<file path="src/rtl/uart_trans.sv">
// uart_trans: 8N1 UART transmitter, serialises one latched byte per frame onto serial_out
module uart_trans #(
  parameter int CLKS_PER_BIT = 10417
) (
  input  logic       clk,
  input  logic       rst_n,
  input  logic [7:0] data_to_send,
  input  logic       enable,
  output logic       serial_out,
  output logic       done,
  output logic       busy
);
  localparam int CW = (CLKS_PER_BIT > 2) ? $clog2(CLKS_PER_BIT) : 1;
  localparam logic [CW-1:0] LAST = CW'(CLKS_PER_BIT - 1);
  localparam logic [2:0] IDLE    = 3'd0;
  localparam logic [2:0] START   = 3'd1;
  localparam logic [2:0] DATA    = 3'd2;
  localparam logic [2:0] STOP    = 3'd3;
  localparam logic [2:0] CLEANUP = 3'd4;
  logic [2:0]    r_state;
  logic [CW-1:0] r_clk_cnt;
  logic [2:0]    r_bit_idx;
  logic [7:0]    r_shift;
  logic          r_serial;
  logic          r_done;
  logic          r_busy;
  logic          w_bit_end;
  assign w_bit_end  = r_clk_cnt == LAST;
  assign serial_out = r_serial;
  assign done       = r_done;
  assign busy       = r_busy;
  // Frame sequencer: line, done and busy are registered from the state being entered
  always_ff @(posedge clk or negedge rst_n) begin
    if (!rst_n) begin
      r_state   <= IDLE;
      r_clk_cnt <= '0;
      r_bit_idx <= '0;
      r_shift   <= '0;
      r_serial  <= 1'b1;
      r_done    <= 1'b0;
      r_busy    <= 1'b0;
    end else begin
      case (r_state)
        IDLE: begin
          r_done    <= 1'b0;
          r_clk_cnt <= '0;
          r_bit_idx <= '0;
          if (enable) begin
            r_shift  <= data_to_send;
            r_state  <= START;
            r_serial <= 1'b0;
            r_busy   <= 1'b1;
          end else begin
            r_serial <= 1'b1;
            r_busy   <= 1'b0;
          end
        end
        START: begin
          r_clk_cnt <= w_bit_end ? '0 : r_clk_cnt + 1'b1;
          if (w_bit_end) begin
            r_state   <= DATA;
            r_bit_idx <= '0;
            r_serial  <= r_shift[0];
          end
        end
        DATA: begin
          r_clk_cnt <= w_bit_end ? '0 : r_clk_cnt + 1'b1;
          if (w_bit_end) begin
            if (r_bit_idx == 3'd7) begin
              r_state  <= STOP;
              r_serial <= 1'b1;
            end else begin
              r_bit_idx <= r_bit_idx + 3'd1;
              r_serial  <= r_shift[r_bit_idx + 3'd1];
            end
          end
        end
        STOP: begin
          r_clk_cnt <= w_bit_end ? '0 : r_clk_cnt + 1'b1;
          if (w_bit_end) begin
            r_state <= CLEANUP;
            r_done  <= 1'b1;
          end
        end
        CLEANUP: begin
          r_state  <= IDLE;
          r_done   <= 1'b0;
          r_busy   <= 1'b0;
          r_serial <= 1'b1;
        end
        default: begin
          r_state  <= IDLE;
          r_done   <= 1'b0;
          r_busy   <= 1'b0;
          r_serial <= 1'b1;
        end
      endcase
    end
  end
endmodule

</file>
<file path="config.mk">
export PLATFORM = sky130hd
export DESIGN_NAME = uart_trans
export DESIGN_NICKNAME = d
export VERILOG_FILES = /design/src/rtl/uart_trans.sv
export SDC_FILE = /design/constraint.sdc
export NUM_CORES = 1
export LEC_CHECK = 0
export CORE_UTILIZATION = 40
export DETAILED_ROUTE_END_ITERATION = 16
export MAX_ROUTING_LAYER = met4
export PLACE_DENSITY_LB_ADDON = 0.1
export SLEW_MARGIN = 0
export SYNTH_ARGS = -nofsm -noshare
export SYNTH_HDL_FRONTEND = slang
export SYNTH_SLANG_ARGS = --single-unit
export TNS_END_PERCENT = 10
</file>
<file path="constraint.sdc">
create_clock -name clk -period 1.77 [get_ports clk]
set_clock_uncertainty 0.05 [all_clocks]
set_input_delay 0.354 -clock clk [delete_from_list [all_inputs] [get_ports clk]]
set_output_delay 0.354 -clock clk [all_outputs]
set_load 0.02 [all_outputs]
</file>
# [Word-level counts from Yosys, hierarchy flattened]
# Cells that the tools add are included.
[word_totals] reg_bits=31 input_bits=11 output_inout_bits=3 wordCells=56
[op_classes] add_sub_neg=2 magnitude_cmp=1 eq_ne=11 muxes=23 bitwise=2 n_reduce_logical=10
[ops] operator="$pmux W14 S2" n=1
[ops] operator="$mux W3" n=8
[ops] operator="$add A14 B1 Y14 const B" n=1
[ops] operator="$eq A14 B14 Y1 const B" n=1
[ops] operator="$mux W14" n=1
[ops] operator="$ne A2 B2 Y1 const B" n=6
[ops] operator="$pmux W3 S4" n=1
[ops] operator="$pmux W3 S3" n=1
[ops] operator="$mux W1" n=7
[ops] operator="$eq A3 B2 Y1 const B" n=2
[ops] operator="$reduce_and A5 Y1" n=1
[ops] operator="$lt A3 B4 Y1 const B" n=1
[ops] operator="$pmux W1 S2" n=2
[ops] operator="$pmux W1 S4" n=1
[ops] operator="$reduce_and A2 Y1" n=2
[ops] operator="$reduce_and A4 Y1" n=1
[ops] operator="$add A3 B1 Y3 const B" n=1
[ops] operator="$bmux W1 S3" n=1
[ops] operator="$eq A3 B1 Y1 const B" n=1
[ops] operator="$eq A3 B3 Y1 const B" n=1
[ops] operator="$logic_not A3 Y1" n=1
[ops] operator="$reduce_and A3 Y1" n=1
[ops] operator="$reduce_bool A3 Y1" n=1
[ops] operator="$reduce_or A3 Y1" n=1
[ops] operator="3 further kinds" n=4

# [Longest topological paths before layout]
[logic_depth] word_depth=6 ltp_mapped=7

# [Worst setup path after synthesis]
# OpenSTA, ideal clock, no wires.
[synth_timing] path_type="flip-flop to flip-flop" from="register r_clk_cnt[10]" to="register r_bit_idx[0]" setup_ns=0.128 arrival_time_ns=1.786 required_ns=1.592 setup_slack_ns=-0.193 path_stages_with_launch=5 cell_sequence="dfrtp_1 -> or4_4 -> nor4_4 -> o21ai_1 -> mux2_1"
[synth_via] elab_chain_cells=3
[synth_rtl] item="from (decl)" line_no="21" text="logic [CW-1:0] r_clk_cnt;"
[synth_rtl] item="from (signal assigned)" line_no="59" text="r_clk_cnt <= w_bit_end ? '0 : r_clk_cnt + 1'b1;"
[synth_rtl] item="from (signal assigned)" line_no="67" text="r_clk_cnt <= w_bit_end ? '0 : r_clk_cnt + 1'b1;"
[synth_rtl] item="from (signal assigned)" line_no="79" text="r_clk_cnt <= w_bit_end ? '0 : r_clk_cnt + 1'b1;"
[synth_rtl] item="$eq A14 B14 Y1 *" line_no="28" text="assign w_bit_end = r_clk_cnt == LAST;"
[synth_rtl] item="$ne A2 B2 Y1 (no source line)"
[synth_rtl] item="$reduce_and A4 Y1 (no source line) *"
[synth_rtl] item="to (signal assigned)" line_no="73" text="r_bit_idx <= r_bit_idx + 3'd1;"
[synth_rtl] item="to (decl)" line_no="22" text="logic [2:0] r_bit_idx;"
# Every way passes the cells marked *; elsewhere a longest branch is shown, timed or not.
# A chain may end at the register's enable or synchronous reset.

# [Worst setup path in the final report]
[layout_timing] from="register r_clk_cnt[6]" to="register r_bit_idx[1]"
# Same word-level chain as after synthesis.

==> results.cfg <==
[status]
status = finished, violations left
violations = setup timing

[sta]
finalHoldViolations = 0
min_period_ns = 1.85
drv_slew = 0
setup_ws_ns = -0.0773
hold-worst-slack_ns = 0.358
max_freq_ghz = 0.541
rsz0062_at_grt = true
tns_ns = -0.539
finalCritPeriodShare_pct = 104
slew-limit-headroom_pct = 72.3
setup_viol = 14
tightest_slew_ns = 0.404

[floorplanning]
io_pins = 14
rows = 22
die_area_um2 = 4320
core_um2 = 3770
die_x_um = 65.7
start_util_pct = 43.1
die_y_um = 65.7

[clock_tree]
cts_sinks = 31
cts_made_buffers = 5
cts_buffer_depth = 2
postCtsHoldBufs = 0
htree_levels = 2
clockRootBuffer = clkbuf_8
cts_tree = yes
clk_pin_slew_ns = 0.06
worst_skew_pair.late_latency_ns = 0.28

[drt]
via_count = 1265
first_pass_iters = 4
drt-wirelength-per-cell_um = 13.7
viasPerCell = 5.21
drt-total-wl_um = 3330
drt_iter0_markers = 36
ant_nets = 0
drc = 0

[global_routing]
antenna_found_initial = 0
grt_pass1_wl_um = 5670
gr-total-overflow = 0
grt.total_usage_pct = 18.7
grt_max_degree = 21
grt_pass1_vias = 1287

[place]
place.gp.congestion = 0.760
place_hpwl_um = 2530
port_buffers = 13

[synth]
synth-edff-count = 0
netlist_area_um2 = 1630
synthFlopType = dfrtp_1
ys_ff_latch = 31
syn_inst = 161
avgSynthCellArea_um2 = 10.1
synth_cell_type_count = 40
ys_seq_area_share_pct = 47.8
async_flop_share_pct = 100
synth_nets = 176
yosys_warnings = 0

[job]
maxCapViolCount = 0

[final_layout]
num_antenna_cells = 0
drive_gt1_share_pct = 22.6
post-route-util_pct = 54.1
nNetsFinal = 209
synthToLayoutAreaGrowth_pct = 25.6

[worst_setup_path]
cp-start-kind = flop
cp-end-kind = flop
path_class = reg -> reg
crit_required_ns = 1.94
arrival_ns = 2.02
path_max_fanout = 9

[power_and_ir_drop]
peakVddDrop_v = 0.000542
power_density_nw_per_um2 = 924
p_leak_nw = 0.918

[hold_path]
hp-class = in -> async
==> cell type report <==
cell class	instances	area, µm²
multi-input combinational	119	813
inverter	6	22.5
fill	332	1730
clock buffer	8	100
sequential	31	777
tap	48	60.1
timing repair buffer	31	268
==> state kept, by name, indices dropped and copies added, names as in the netlist <==
signal,flops
r_shift,8
r_bit_idx,3
r_clk_cnt,14
busy,1
r_state,3
done,1
serial_out,1
==> through the flow <==
step | setup WS (ns) | instance area [µm²] | power [mW] | std cells
after global routing | -0.189 | 2040 | 2.00 | 243
after floorplan | -0.0526 | 1630 | 1.11 | 161
after detailed placement | -0.0617 | 1940 | 1.29 | 235
final | -0.0773 | 2040 | 1.89 | 243
after global placement | -0.0223 | 1940 | 1.27 | 235
after CTS | -0.0888 | 2030 | 1.91 | 243
==> synth_stat cells, types with 2 or more instances <==
library cell	instances	area (µm²)
a21oi_1	7	35.0
clkbuf_1	4	15.0
mux2_2	8	90.1
xnor2_1	4	35.0
ha_1	4	50.1
a22o_1	2	17.5
nor2_1	21	78.8
nand2_1	16	60.1
nand3_1	6	30.0
o21ai_0	8	40.0
dfrtp_1	30	751
and3_1	2	12.5
nor3_1	8	40.0
xor2_1	7	61.3
nor4_4	2	42.5
mux2i_1	2	20.0
inv_1	6	22.5
a31oi_1	2	12.5
==> per-layer routing <==
metal | part of all wire [%] | track usage [%] | vias up
li1 | - | - | 619
met1 | 43 | 19.4 | 618
met2 | 52 | 31.9 | 20
met3 | 2.4 | 5.73 | 8
met4 | 2.0 | 8.97 | 0
met5 | 0 | - | -
==> cell usage in the layout (no fill, tap or decap), types with 2 or more instances in the layout <==
cell type,n
nor4_4,2
inv_1,6
dfrtp_1,30
nand2_1,16
xor2_1,7
nor2_1,21
o21ai_0,7
ha_1,4
and3_1,2
buf_4,17
mux2_2,8
nor3_1,8
a31oi_1,2
a22o_1,2
a21oi_1,7
clkdlybuf4s50_1,12
o21ai_1,2
nand3_1,6
xnor2_1,4
clkbuf_8,7
mux2i_1,2
==> cell families after synthesis <==
group | count (synthesis) | synth area share, %
compound gates | 23 | 8.31
buf+inv | 11 | 2.54
fa+ha+maj | 5 | 3.70
mux | 12 | 8.85
flops | 31 | 47.8
simple gates | 68 | 22.9
xor+xnor | 11 | 5.93
==> timing repair <==
item,4_1_cts,5_1_grt
pin swaps,1,2
setup buffers,0,0
gates resized for setup,1,3
endpoints found under the setup margin,16,21
==> where the power goes <==
part | total, mW | leakage [nW] | internal [mW] | switching (mW)
Clock | 0.609 | 0.0515 | 0.354 | 0.254
Sequential | 0.873 | 0.396 | 0.808 | 0.0644
Combinational | 0.405 | 0.471 | 0.201 | 0.204
Total | 1.89 | 0.918 | 1.36 | 0.523
==> final timing paths <==
path	start	end	slack (ns)	cells after the start
worst min-delay path	rst_n	r_clk_cnt[4]$_DFFE_PN0P_	0.36	2
worst max register to register	r_clk_cnt[6]$_DFFE_PN0P_	r_bit_idx[1]$_DFFE_PN0P_	-0.08	6
min in group clk	r_shift[4]$_DFFE_PN0P_	r_shift[4]$_DFFE_PN0P_	0.45	1
max in group asynchronous	rst_n	r_bit_idx[2]$_DFFE_PN0P_	1.06	2
worst min register to register	r_shift[4]$_DFFE_PN0P_	r_shift[4]$_DFFE_PN0P_	0.45	1
worst max-delay path	r_clk_cnt[6]$_DFFE_PN0P_	r_bit_idx[1]$_DFFE_PN0P_	-0.08	6
==> worst max-delay path: stages, from the launching register on <==
cell and delay [ns]:
dfrtp_1 0.38, or4_4 0.55, nor4_4 0.17, buf_6 0.17
nand2_2 0.07, nor4_4 0.20, a22o_1 0.20
(Power assumes the default switching activity.)
